### config.mk
export PLATFORM = sky130hd
export DESIGN_NAME = multiplexador
export DESIGN_NICKNAME = d
export VERILOG_FILES = /design/src/rtl/multiplexador.sv
export SDC_FILE = /design/constraint.sdc
export NUM_CORES = 1
export LEC_CHECK = 0
export BUFFER_PORTS_ARGS = -buffer_cell sky130_fd_sc_hd__clkbuf_2
export CAP_MARGIN = 10
export CELL_PAD_IN_SITES_DETAIL_PLACEMENT = 0
export CELL_PAD_IN_SITES_GLOBAL_PLACEMENT = 1
export CORE_MARGIN = 1.5
export CORE_UTILIZATION = 35
export CTS_CLUSTER_SIZE = 10
export DETAILED_ROUTE_END_ITERATION = 6
export PLACE_DENSITY = 0.77
export SYNTH_ARGS = -nofsm -noshare
export SYNTH_HDL_FRONTEND = slang
export SYNTH_SLANG_ARGS = --single-unit
### constraint.sdc
create_clock -name clk -period 1.8 [get_ports clk]
set_clock_uncertainty 0.2 [all_clocks]
set_input_delay 0.18 -clock clk [delete_from_list [all_inputs] [get_ports clk]]
set_output_delay 0.18 -clock clk [all_outputs]
set_load 0.03 [all_outputs]
### src/rtl/multiplexador.sv
// Two-input mux with registered copies of the result and select, plus a saturating count of select changes.
// Latency: out is combinational; out_q, sel_q and sel_changes update one clk edge later.
// Backpressure: none, because the block accepts new inputs on every cycle.
module multiplexador #(
    parameter int WIDTH = 1,
    parameter int CNT_W = 8
) (
    input  logic             clk,
    input  logic             rst,
    input  logic             sel,
    input  logic [WIDTH-1:0] in0,
    input  logic [WIDTH-1:0] in1,
    output logic [WIDTH-1:0] out,
    output logic [WIDTH-1:0] out_q,
    output logic             sel_q,
    output logic [CNT_W-1:0] sel_changes
);

    localparam logic [CNT_W-1:0] CNT_MAX = {CNT_W{1'b1}};
    localparam logic [CNT_W-1:0] CNT_ONE = {{(CNT_W-1){1'b0}}, 1'b1};

    // The ternary merges in0 and in1 bitwise when sel is unknown, so equal inputs still resolve.
    assign out = sel ? in1 : in0;

    always_ff @(posedge clk or posedge rst) begin
        if (rst) begin
            out_q       <= '0;
            sel_q       <= 1'b0;
            sel_changes <= '0;
        end else begin
            out_q <= out;
            sel_q <= sel;
            if ((sel != sel_q) && (sel_changes != CNT_MAX)) begin
                sel_changes <= sel_changes + CNT_ONE;
            end
        end
    end

endmodule

### Yosys cells after proc, flatten, opt, wreduce, memory -nomap -nowiden

Index checks and enable logic that the tools add are counted.

* bitwise logic cells: 0
* $lt $le $gt $ge: 0
* $add $sub $neg: 1
* div/mod/pow operators: 0
* eq/ne operators: 2
* shift-type cells: 0
* multiply operators: 0
* reduce and logical (&&, ||, !) cells: 1
* mux-type cells: 1

Operator list (number)
* adder 8 x 1 -> 8 bit, second input constant: 1
* inequality test 8 bit, second input constant: 1
* logical AND 1 bit: 1
* two-way mux 1 bit: 1
* inequality test 1 bit: 1

* word-level logic and storage cells: 8
* bits in read-only memories: 0
* memories kept: 0
* register bits after elaboration: 10
* output and inout bits: 11
* RAM bits: 0
* latch bits: 0

### Logic depth before layout (Yosys ltp)

Gate-level depths: netlist of the first run.

* depth after elaboration: 2
* mapped depth: 5
* gate-level depth less buffers: 5

### Worst setup path before layout of the first run

No wires, ideal clock.

* kind: reg-to-reg
* start point: register sel_changes[3]
* end point: register sel_changes[1]
* buffers on the path: 0
* slack: 25 ps
* data required time: 1475 ps
* setup time: 125 ps
* stages on the path, launching flop included: 5
* data arrival time: 1451 ps
* cell sequence: dfrtp_1 > and3_2 > nand3_4 > o21ai_2 > mux2_2

* word-level cells in the longest chain between the ends: 2

RTL lines
* start: declaration: RTL line 16 `output logic [CNT_W-1:0] sel_changes`
* start signal: assignment: RTL line 34 `sel_changes <= sel_changes + CNT_ONE;`
* inequality test 8 bit: RTL line 33 `if ((sel != sel_q) && (sel_changes != CNT_MAX)) begin`
* logical AND 1 bit: RTL line 33

No other way between the ends.
A chain may end at the register's enable or synchronous reset.

### Worst setup path after layout of the first run

* start point: input sel
* end point: output out

* word-level cells in the longest chain between the ends: 1

RTL lines
* start: declaration: RTL line 10 `input logic sel,`
* two-way mux 1 bit: RTL line 23 `assign out = sel ? in1 : in0;`
* end: declaration: RTL line 13 `output logic [WIDTH-1:0] out,`

No other way between the ends.

==> flow_metrics.tcl, run 1 <==
set metrics [dict create \
    wl_met1_um 429 \
    die_w_um 39.8 \
    drtIter0Drc 3 \
    r2r-start "sel_changes[3]$_DFFE_PP0P_" \
    rows 13 \
    ys_seq_area_share_pct 52.9 \
    area_growth_syn_to_layout_pct 34.9 \
    hold_path_class "in2async" \
    fillers 116 \
    gp_congestion 0.739 \
    hold-worst-slack_ps 226 \
    slowest_delay_ps 640 \
    fin_crit_sh_pct 96.6 \
    clock_latency_ps 260 \
    portBuffers 15 \
    syn-instance-count 36 \
    maxCapViolations 0 \
    arrival_ps 1360 \
    synth-async-reset-ratio_pct 100 \
    cts_buffer_depth 2 \
    initial_utilization_pct 36.8 \
    setup_slack_ps 61.0 \
    drc 0 \
    finalNonFillerCells 73 \
    ys.flop_type "dfrtp_1" \
    post_dp_cell_area_um2 567 \
    dpl.hpwl_um 649 \
    top_layer_used "met3" \
    ys_types 20 \
    power.density_nw_per_um2 1680 \
    yosysMostFrequentCell "dfrtp_1" \
    grt_pass1_wl_um 1520 \
    r2r_cells 4 \
    cts_tree "built" \
    met2_length_um 430 \
    worst_ep_required_time_ps 1420 \
    grt_antenna_before_repair 0 \
    syn_area_per_cell_um2 13.1 \
    finalWirelength_um 907 \
    wire_per_inst_um 12.4 \
    met3_length_um 47 \
    fin_tns_setup_ps 0 \
    dp_slack_ps 164 \
    synth_common_cells "dfrtp_1, a21oi_1" \
    h-tree-depth 1 \
    via_per_inst 4.71 \
    synth_top_area_cell "dfrtp_1" \
    relSlewSlack_pct 73.8 \
    path_cells "dlygate4sd3_1 -> mux2_2 -> buf_2" \
    total_power_mw 1.07 \
    ant_nets 0 \
    final_cell_area_um2 638 \
    synth_seq_cells 10 \
    seq_area_um2 250 \
    rrSetupSlack_ps 150 \
    synth_top_cell_area_share_pct 52.9 \
    syn-num-nets 42 \
    path_clk_slew_ps 70 \
    cp-start-kind "input port" \
    core_um2 1280 \
    drtPass1Iterations 4 \
    n_antenna_cell 0 \
    critical_path_class "in2out" \
    r2r-end "sel_changes[1]$_DFFE_PP0P_" \
    power_leakage_nw 0.302 \
    dp_cells 66 \
    root_buffer "clkbuf_4" \
    status "finished, final reports clean" \
    die_height_um 39.8 \
    vias 344 \
    netlist_area_um2 473 \
    hold_violations 0 \
    track_usage_pct 15.2 \
    ys.warnings.count 0 \
    fin_nets 65 \
    pin_count 16 \
    worstSetupEndpointType "output pin" \
    cts_setup_buffers 0 \
    clock_sinks 10 \
    grt_pass1_vias 326 \
    grt_overflow 0 \
    drive_above_1_share_pct 50.0 \
    fmax_mhz 575 \
    fin_crit_ps 1740 \
    multiInputGateArea_um2 219 \
    slew_violations 0 \
    cts_buffers 3 \
    dieArea_um2 1580 \
    grt_setup_unrepaired "no" \
    synth-edff-count 0 \
    cp_max_fo 3 \
    cp_slowest_cell "dlygate4sd3_1" \
    grt_max_degree 11 \
    worst_slew_pin_slew_ps 392 \
    setup_violations 0 \
    ir_drop_uv 1070 \
    synth_top_cells_by_area "dfrtp_1, mux2_2, nand3_4, xnor2_1, xor2_2" \
    final_core_util_pct 49.7 \
]
placed cells by master, fill, tap and decap left out:
cell	instances
dlygate4sd3_1	4
dfrtp_1	10
buf_2	1
and3_2	2
a41oi_1	1
clkbuf_4	3
o22a_2	1
o21a_4	1
nor2b_1	1
ha_1	1
xor2_1	1
and2b_2	1
nand3_4	1
o21ai_2	1
and4_4	1
nand3_1	1
xnor2_1	2
a31oi_1	2
nand2_1	2
clkbuf_8	1
clkbuf_2	13
a21oi_1	3
inv_1	1
xor2_2	1
mux2_2	2
layer usage:
layer	global-route usage, %	vias to the layer above
li1	-	176
met1	18.9	158
met2	25.4	10
met3	5.11	0
met4	2.59	0
met5	0	-
worst max-delay path: cells and delay by family:
family | cells | cell delay (ps)
buffers and inverters | 2 | 820
multiplexers | 1 | 370
cell type report:
type / instances / area share, %
inverters: 1 / 0.588
flip-flops and latches: 10 / 39.2
clock buffers: 4 / 5.69
well taps: 15 / 2.94
repair buffers: 18 / 17.3
multi-input cells: 25 / 34.3
kinds of logic after synthesis:
kind of cell	after synthesis	share of synthesized area, %
AO/OA/AOI/OAI	9	14.8
adder cells (fa/ha/maj)	1	2.65
multiplexers	2	4.76
buffers and inverters	1	0.793
flip-flops	10	52.9
XOR/XNOR	4	9.00
AND/OR/NAND/NOR	9	15.1
repair_timing:
item / CTS / global route
setup endpoints to repair: 0 / 1
hold buffers: 4 / 0
gates resized for setup: 0 / 1
hold endpoints to repair: 12 / 0
sequential cells by signal, indices dropped and copies added, names as in the netlist:
name         cells
out_q            1
sel_changes      8
sel_q            1
worst max-delay path by stage:
stage,from,end,slack [ps],cells past startpoint
after CTS,sel,out,30,4
after floorplan,sel_changes[3]$_DFFE_PP0P_,sel_changes[1]$_DFFE_PP0P_,20,4
after detailed placement,sel_changes[3]$_DFFE_PP0P_,sel_changes[1]$_DFFE_PP0P_,160,4
after global routing,sel,out,30,3
after global placement,sel_changes[3]$_DFFE_PP0P_,sel_changes[1]$_DFFE_PP0P_,200,4
final,sel,out,60,3
report_power, final:
| part | leakage, nW | switching [mW] | internal [mW] |
|---|---|---|---|
| sequential | 0.122 | 0.101 | 0.307 |
| clock | 0.0210 | 0.0759 | 0.123 |
| combinational | 0.159 | 0.294 | 0.170 |
| total | 0.302 | 0.471 | 0.600 |
Note: power is estimated with default switching activity, not from simulation.
==> run 2, diff against run 1 <==
Settings changed: BUFFER_PORTS_ARGS -buffer_cell sky130_fd_sc_hd__clkbuf_2 to -buffer_cell sky130_fd_sc_hd__buf_4, CORE_MARGIN 1.5 to 2.
==> run 2 against run 1 <==
Compared with the run above:
- combinational power rose by 11%
- wire length fell by 0.22%
- final cell count rose by 1.4%
- sequential cell count did not move
- critical path depth rose by 1
- register-to-register slack barely moved
- core utilization rose by 3.6 points
- global-route usage rose by 0.17 points
- worst hold slack improved by 17 ps
- critical path type unchanged
==> flow_metrics.tcl, run 2 (synthesized netlist as in run 1, its figures left out) <==
set metrics [dict create \
    status "finished, final reports clean" \
    die_height_um 40.8 \
    total_power_mw 1.13 \
    cts_setup_buffers 0 \
    drive_above_1_share_pct 50.8 \
    drtPass1Iterations 2 \
    critical_path_class "in2out" \
    p_int_uw 651 \
    fmax_mhz 582 \
    dieArea_um2 1660 \
    gp_congestion 0.668 \
    grt_pass1_vias 358 \
    root_buffer "clkbuf_4" \
    grt_pass1_wl_um 1600 \
    reg_top3 "sel_changes: 8 flops, out_q: 1 flops, sel_q: 1 flops" \
    slew_violations 0 \
    grt_setup_unrepaired "no" \
    drc 0 \
    worst_ep_required_time_ps 1420 \
    n_antenna_cell 0 \
    grt_overflow 0 \
    drtIter0Drc 1 \
    portBuffers 15 \
    path_clk_slew_ps 70 \
    cp_top_family "buffers and inverters" \
    relSlewSlack_pct 74.2 \
    cp_max_fo 3 \
    core_um2 1280 \
    clock_sinks 10 \
    slowest_delay_ps 540 \
    pin_count 16 \
    grt_max_degree 11 \
    cts_tree "built" \
    hold_violations 0 \
    layout_commonest_cell "buf_4" \
    worst_slew_pin_slew_ps 386 \
    via_per_inst 4.95 \
    power_frac_seq_pct 36.1 \
    dpl.hpwl_um 634 \
    hold_path_class "in2async" \
    fin_crit_sh_pct 95.4 \
    grt_antenna_before_repair 0 \
    wire_per_inst_um 12.2 \
    largest_reg_flops 8 \
    initial_utilization_pct 36.8 \
    path_cells "dlygate4sd3_1 -> buf_6 -> mux2_2 -> buf_4" \
    cp-start-kind "input port" \
    cts_buffers 3 \
    fin_tns_setup_ps 0 \
    vias 366 \
    track_usage_pct 15.4 \
    area_growth_syn_to_layout_pct 44.7 \
    arrival_ps 1340 \
    die_w_um 40.8 \
    switchingPower_uw 474 \
    seq_area_um2 250 \
    final_cell_mix "buf_4, dfrtp_1, dlygate4sd3_1, a21oi_1, clkbuf_4" \
    clkPwrFrac_pct 18.3 \
    ir_drop_uv 1010 \
    fin_nets 66 \
    finalWirelength_um 905 \
    ant_nets 0 \
    path_buf_inv 3 \
    power.density_nw_per_um2 1640 \
    clock_latency_ps 270 \
    largest-register "sel_changes" \
    sw_frac_of_total_pct 42.2 \
    fin_crit_ps 1720 \
    cp_slowest_cell "dlygate4sd3_1" \
    cts_buffer_depth 2 \
    maxCapViolations 0 \
    fillers 114 \
    worstSetupEndpointType "output pin" \
    power_frac_comb_pct 45.7 \
    power_leakage_nw 0.318 \
    setup_violations 0 \
    multiInputGateArea_um2 219 \
    h-tree-depth 1 \
    rows 13 \
]
run 2: final timing paths:
| path | start | endpoint | slack, ps | cells after the start |
|---|---|---|---|---|
| setup / recovery | sel | out | 80 | 4 |
| hold / removal | rst | sel_changes[7]$_DFFE_PP0P_ | 240 | 3 |
| setup reg to reg | sel_changes[3]$_DFFE_PP0P_ | sel_changes[1]$_DFFE_PP0P_ | 140 | 4 |
| hold reg to reg | sel_changes[5]$_DFFE_PP0P_ | sel_changes[5]$_DFFE_PP0P_ | 330 | 1 |
| max in group asynchronous | rst | out_q$_DFF_PP0_ | 870 | 3 |
| min in group clk | sel_changes[5]$_DFFE_PP0P_ | sel_changes[5]$_DFFE_PP0P_ | 330 | 1 |
run 2: tightest hold or removal path: stages:
cell and delay (ps):
dlygate4sd3_1 540, buf_4 130, inv_1 290
run 2: area by class of cell:
cell class	count	share of cell area, %
flip-flops and latches	10	36.6
well taps	15	2.74
clock buffers	4	5.30
multi-input cells	25	32.0
repair buffers	19	22.9
inverters	1	0.548
run 2: timing repair:
action | CTS | global route
endpoints found under the hold margin | 12 | 1
hold buffers | 4 | 1
endpoints found under the setup margin | 0 | 1
resized for setup | 0 | 1
run 2: layer usage:
layer / track usage, % / up-vias / wire length (um)
li1: - / 179 / -
met1: 17.8 / 176 / 412
met2: 24.2 / 11 / 423
met3: 8.15 / 0 / 69
met4: 5.00 / 0 / 0
met5: 0 / - / 0
run 2: stage by stage:
step	util (%)	cell area [um^2]	cells	hold WS, ps	worst slack, ps
after floorplan	-	473	36	-180	24.6
after global placement	47.0	604	66	-14.8	193
after detailed placement	47.0	604	66	-1.85	156
after CTS	53.0	681	74	250	36.3
after global routing	53.3	684	74	280	39.7
final	53.3	684	74	243	82.3
run 2: power by group through the flow:
stage	registers, mW	logic (mW)	clock network [mW]
2_1_floorplan	0.558	0.179	0
5_1_grt	0.428	0.562	0.225
6_report	0.406	0.514	0.205
3_3_place_gp	0.411	0.512	0
4_1_cts	0.407	0.518	0.215
3_5_place_dp	0.410	0.510	0
